## src/rtl/lcd_seq_ctrl.sv

```systemverilog
// HD44780 2x16 write-only sequencer: power-up wait, init commands, then full-screen frames
// fetched from an external character source, re-run on each refresh request.
module lcd_seq_ctrl #(
  parameter int unsigned TICK_DIV    = 8,
  parameter int unsigned POWER_STEPS = 2,
  parameter int unsigned CLR_WAIT    = 2
) (
  input  logic       clk,
  input  logic       rst,
  input  logic       refresh_req,
  output logic [4:0] char_addr,
  input  logic [7:0] char_data,
  output logic       busy,
  output logic       refresh_ack,
  output logic       lcd_e,
  output logic       lcd_rs,
  output logic       lcd_rw,
  output logic [7:0] lcd_data
);

  localparam int unsigned DivW = $clog2(TICK_DIV);
  localparam logic [DivW-1:0] DivLast = DivW'(TICK_DIV - 1);
  localparam logic [DivW-1:0] DivPre  = DivW'(TICK_DIV - 2);
  localparam logic [DivW-1:0] EOnPre  = DivW'(1);
  localparam logic [DivW-1:0] EOffPre = DivW'(TICK_DIV / 2);
  localparam logic [5:0] PwrLast   = 6'(POWER_STEPS - 1);
  localparam logic [5:0] ClrLast   = 6'(CLR_WAIT - 1);
  localparam logic [5:0] FrameLast = 6'd33;

  typedef enum logic [2:0] {StPwrWait, StInit, StClrWait, StIdle, StFrame} state_e;

  state_e          state_q, state_d;
  logic [5:0]      cnt_q, cnt_d;
  logic [DivW-1:0] div_q;
  logic            pending_q;
  logic            boundary, leave_idle, e_window, addr_load;
  logic [4:0]      addr_next;
  logic            nxt_rs;
  logic [7:0]      nxt_data;

  assign lcd_rw     = 1'b0;
  assign boundary   = (div_q == DivLast);
  assign leave_idle = boundary && (state_q == StIdle) && pending_q;
  assign e_window   = ((state_q == StInit) || (state_q == StFrame)) &&
                      (div_q >= EOnPre) && (div_q <= EOffPre);

  // char_addr is set one cycle before the boundary so char_data is settled when lcd_data loads.
  assign addr_load = (div_q == DivPre) && (state_q == StFrame) &&
                     (cnt_q != 6'd16) && (cnt_q != FrameLast);
  assign addr_next = (cnt_q < 6'd16) ? cnt_q[4:0] : (cnt_q[4:0] - 5'd1);

  always_comb begin
    state_d = state_q;
    cnt_d   = cnt_q + 6'd1;
    unique case (state_q)
      StPwrWait: if (cnt_q == PwrLast) begin
        state_d = StInit;
        cnt_d   = '0;
      end
      StInit: begin
        if (cnt_q == 6'd2 && CLR_WAIT != 0) begin
          state_d = StClrWait;
          cnt_d   = '0;
        end else if (cnt_q == 6'd3) begin
          state_d = StFrame;
          cnt_d   = '0;
        end
      end
      StClrWait: if (cnt_q == ClrLast) begin
        state_d = StInit;
        cnt_d   = 6'd3;
      end
      StIdle: begin
        cnt_d = cnt_q;
        if (pending_q) begin
          state_d = StFrame;
          cnt_d   = '0;
        end
      end
      StFrame: if (cnt_q == FrameLast) begin
        state_d = StIdle;
        cnt_d   = '0;
      end
      default: begin
        state_d = StPwrWait;
        cnt_d   = '0;
      end
    endcase
  end

  // Bus contents of the step about to start.
  always_comb begin
    nxt_rs   = 1'b0;
    nxt_data = 8'h00;
    case (state_d)
      StInit: begin
        case (cnt_d)
          6'd0:    nxt_data = 8'h38;
          6'd1:    nxt_data = 8'h0C;
          6'd2:    nxt_data = 8'h01;
          default: nxt_data = 8'h06;
        endcase
      end
      StFrame: begin
        if (cnt_d == 6'd0) begin
          nxt_data = 8'h80;
        end else if (cnt_d == 6'd17) begin
          nxt_data = 8'hC0;
        end else begin
          nxt_rs   = 1'b1;
          nxt_data = char_data;
        end
      end
      default: ;
    endcase
  end

  always_ff @(posedge clk or posedge rst) begin
    if (rst) begin
      state_q     <= StPwrWait;
      cnt_q       <= '0;
      div_q       <= '0;
      pending_q   <= 1'b0;
      lcd_e       <= 1'b0;
      lcd_rs      <= 1'b0;
      lcd_data    <= 8'h00;
      char_addr   <= 5'd0;
      busy        <= 1'b0;
      refresh_ack <= 1'b0;
    end else begin
      div_q       <= boundary ? '0 : div_q + 1'b1;
      pending_q   <= refresh_req | (pending_q & ~leave_idle);
      lcd_e       <= e_window;
      refresh_ack <= boundary && (state_q == StFrame) && (cnt_q == FrameLast);
      busy        <= ((boundary ? state_d : state_q) != StIdle);
      if (addr_load) begin
        char_addr <= addr_next;
      end
      if (boundary) begin
        state_q  <= state_d;
        cnt_q    <= cnt_d;
        lcd_rs   <= nxt_rs;
        lcd_data <= nxt_data;
      end
    end
  end

endmodule

```

## config.mk

```make
export PLATFORM = sky130hd
export DESIGN_NAME = lcd_seq_ctrl
export DESIGN_NICKNAME = d
export VERILOG_FILES = /design/src/rtl/lcd_seq_ctrl.sv
export SDC_FILE = /design/constraint.sdc
export NUM_CORES = 1
export LEC_CHECK = 0
export ABC_CLOCK_PERIOD_IN_PS = 5000
export BUFFER_PORTS_ARGS = -buffer_cell sky130_fd_sc_hd__buf_2
export CORE_ASPECT_RATIO = 0.7
export CORE_MARGIN = 2
export CORE_UTILIZATION = 45
export CTS_BUF_LIST = sky130_fd_sc_hd__clkbuf_8
export CTS_CLUSTER_SIZE = 30
export DETAILED_ROUTE_END_ITERATION = 16
export PLACE_DENSITY = 0.65
export SLEW_MARGIN = 20
export SYNTH_ARGS = -nofsm -noshare
export SYNTH_HDL_FRONTEND = slang
export SYNTH_SLANG_ARGS = --single-unit
```

## constraint.sdc

```tcl
create_clock -name clk -period 5 [get_ports clk]
set_clock_uncertainty 0.05 [all_clocks]
set_input_delay 0.25 -clock clk [delete_from_list [all_inputs] [get_ports clk]]
set_output_delay 0.25 -clock clk [all_outputs]
set_load 0.05 [all_outputs]
```

==> impl_metrics.yaml <==
outcome:
  status: "completed"
global_routing:
  grt_first_pass_wirelength_mm: 7.51
  grt_max_degree: 31
  grt_pass1_vias: 1489
  overflow: 0
  antenna_found_initial: 0
  track_usage: 0.209
power:
  powerDensity_nw_per_um2: 228
  finalPower_uw: 509
  power_leakage_nw: 1.04
  ir_drop_uv: 111
timing:
  maxSlewViolCount: 0
  rsz0062_at_grt: "false"
  slew_headroom: 0.308
  post-route-min-period_ps: 3040
  fmax_ghz: 0.329
  timing.hold.ws_ps: 90.3
  setup_viol: 0
  worst_slack_ps: 1960
  fin_setup_tns_ps: 0
  finalHoldViolCount: 0
  min_period_over_period: 0.608
  tightestPinTransition_ps: 1020
detailed_routing:
  drt_pass1_iterations: 4
  drtIter0Drc: 116
  drc: 0
  wl_per_cell_um: 15.7
  num_vias: 1631
  drt-total-wl_mm: 4.57
  vias_per_cell: 5.60
  ant_nets: 0
cells_and_area:
  final_common_cell: "dfrtp_1"
  drive_gt1_frac: 0.203
  antenna_cells: 0
  nets: 257
  layout_common_cells: "dfrtp_1 (30), buf_2 (27), nor2_1 (17), nand2_1 (17), o21ai_0 (16)"
  areaGrowthSynthToFinish_pct: 14.1
min_path:
  hold_class: "in -> reg"
worst_setup_path:
  cp_max_fo: 9
  path_cells: "inv_1 -> ha_1 -> nor2_1 -> o211ai_4 -> and3_2 -> a2bb2oi_1 -> nor2_1 -> and4_1 -> o311ai_0"
  cp_slowest_stage_delay_ps: 550
  cp-end-kind: "flop"
  r2r_slack_ps: 1960
  crit_type: "reg -> reg"
  required_ps: 5100
  worstSetupStartpointType: "flop"
  crit_top_cell: "nor2_1"
  critPathTopFamily: "simple AND/OR/NAND/NOR gates"
  cpMaxStageDelayCell: "dfrtp_1"
  path_buf_inv: 1
  worstPathArrival_ps: 3150
clocking:
  post_cts_buffers: 0
  cts_buffer_depth: 2
  cts_tree: "yes"
  clock_latency_ps: 290
  cts_root_buf: "clkbuf_8"
  cts_resized: 0
  cts_sinks: 30
  holdBufCountCts: 1
  numCtsBuffers: 5
  path_clk_slew_ps: 70
  htree_levels: 2
job:
  maxCapViolations: 0
logic_synthesis:
  async_reset_ff_frac: 1.00
  synth-main-ff-cell: "dfrtp_1"
  seq_area_frac_synth: 0.384
  yosysUniqueCellTypes: 56
  synth_nets: 233
  synth-seq-cells: 30
  netlist_area_sq_um: 1950
  synth_edf_count: 0
  netlist_instances: 212
  synth.avg_cell_area_sq_um: 9.22
  synth_warnings: 0
placement:
  place_congestion: 0.924
  place_ws_ps: 2040
  port_buffers: 27
  place_hpwl_mm: 3.26
floorplan:
  ios: 29
  num_rows: 20
  die-height_um: 59.1
  fp.dieW_um: 82.8
  initial_core_util: 0.459
  die_area_sq_um: 4890
  coreArea_sq_um: 4250
==> per-layer routing <==
metal | GRT usage | vias to the layer above | part of all wire
met1 | 0.327 | 770 | 0.52
met2 | 0.270 | 50 | 0.41
met5 | 0 | - | 0
met4 | 0.0375 | 0 | 0
li1 | - | 811 | -
met3 | 0.0823 | 0 | 0.072
==> cell usage after synthesis (all sizes together) (6+ instances only) <==
master / count / share of area
xnor2: 6 / 0.027
nor2b: 6 / 0.019
ha: 10 / 0.064
a21oi: 16 / 0.047
nand2: 17 / 0.033
clkbuf: 9 / 0.017
nor2: 17 / 0.033
o21ai: 17 / 0.045
nand3: 12 / 0.037
dfrtp: 30 / 0.38
inv: 12 / 0.023
==> logic make-up (layout without fill, tap and decap cells) <==
kind of cell,after synthesis,count (layout),synth area share
XOR/XNOR,7,7,0.0314
buffers and inverters,24,48,0.0525
AND/OR/NAND/NOR,78,78,0.224
other,1,1,0.00192
multiplexers,2,2,0.0109
AO/OA/AOI/OAI,60,60,0.231
adder cells (fa/ha/maj),10,10,0.0640
flip-flops,30,30,0.384
==> sequential cells by signal (all words and copies together), names as in the netlist <==
register / count
cnt_q: 6
lcd_e: 1
pending_q: 1
lcd_data: 8
lcd_rs: 1
state_q: 3
refresh_ack: 1
div_q: 3
char_addr: 5
busy: 1
==> power by group <==
part / internal, mW / leakage, nW / switching (mW) / total (mW)
clock network: 0.159 / 0.0573 / 0.0954 / 0.255
registers: 0.243 / 0.394 / 0.0000000000000000209 / 0.243
logic: 0.00402 / 0.585 / 0.00797 / 0.0120
total: 0.406 / 1.04 / 0.103 / 0.509
==> area by class of cell <==
type,instances,area (sq um)
Clock buffer,6,82.6
Clock inverter,1,30.0
Inverter,12,45.0
Timing Repair Buffer,29,153
Fill cell,413,2020
Sequential cell,30,751
Multi-Input combinational cell,158,1100
Tap cell,55,68.8
==> per-stage QoR <==
stage	std cells	util	area, sq um
2_1_floorplan	212	-	1950
3_3_place_gp	283	0.496	2110
3_5_place_dp	283	0.496	2110
4_1_cts	291	0.524	2230
5_1_grt	291	0.524	2230
6_report	291	0.524	2230
==> worst paths after layout <==
path | cells past startpoint | from | to
setup reg to reg | 9 | cnt_q[0] | lcd_data[6]
setup / recovery | 9 | cnt_q[0] | lcd_data[6]
hold / removal | 2 | refresh_req | pending_q
max in group asynchronous | 4 | rst | cnt_q[2]
hold reg to reg | 2 | char_addr[2] | char_addr[2]
min in group asynchronous | 4 | rst | lcd_data[1]
Note: power is estimated with default switching activity, not from simulation.
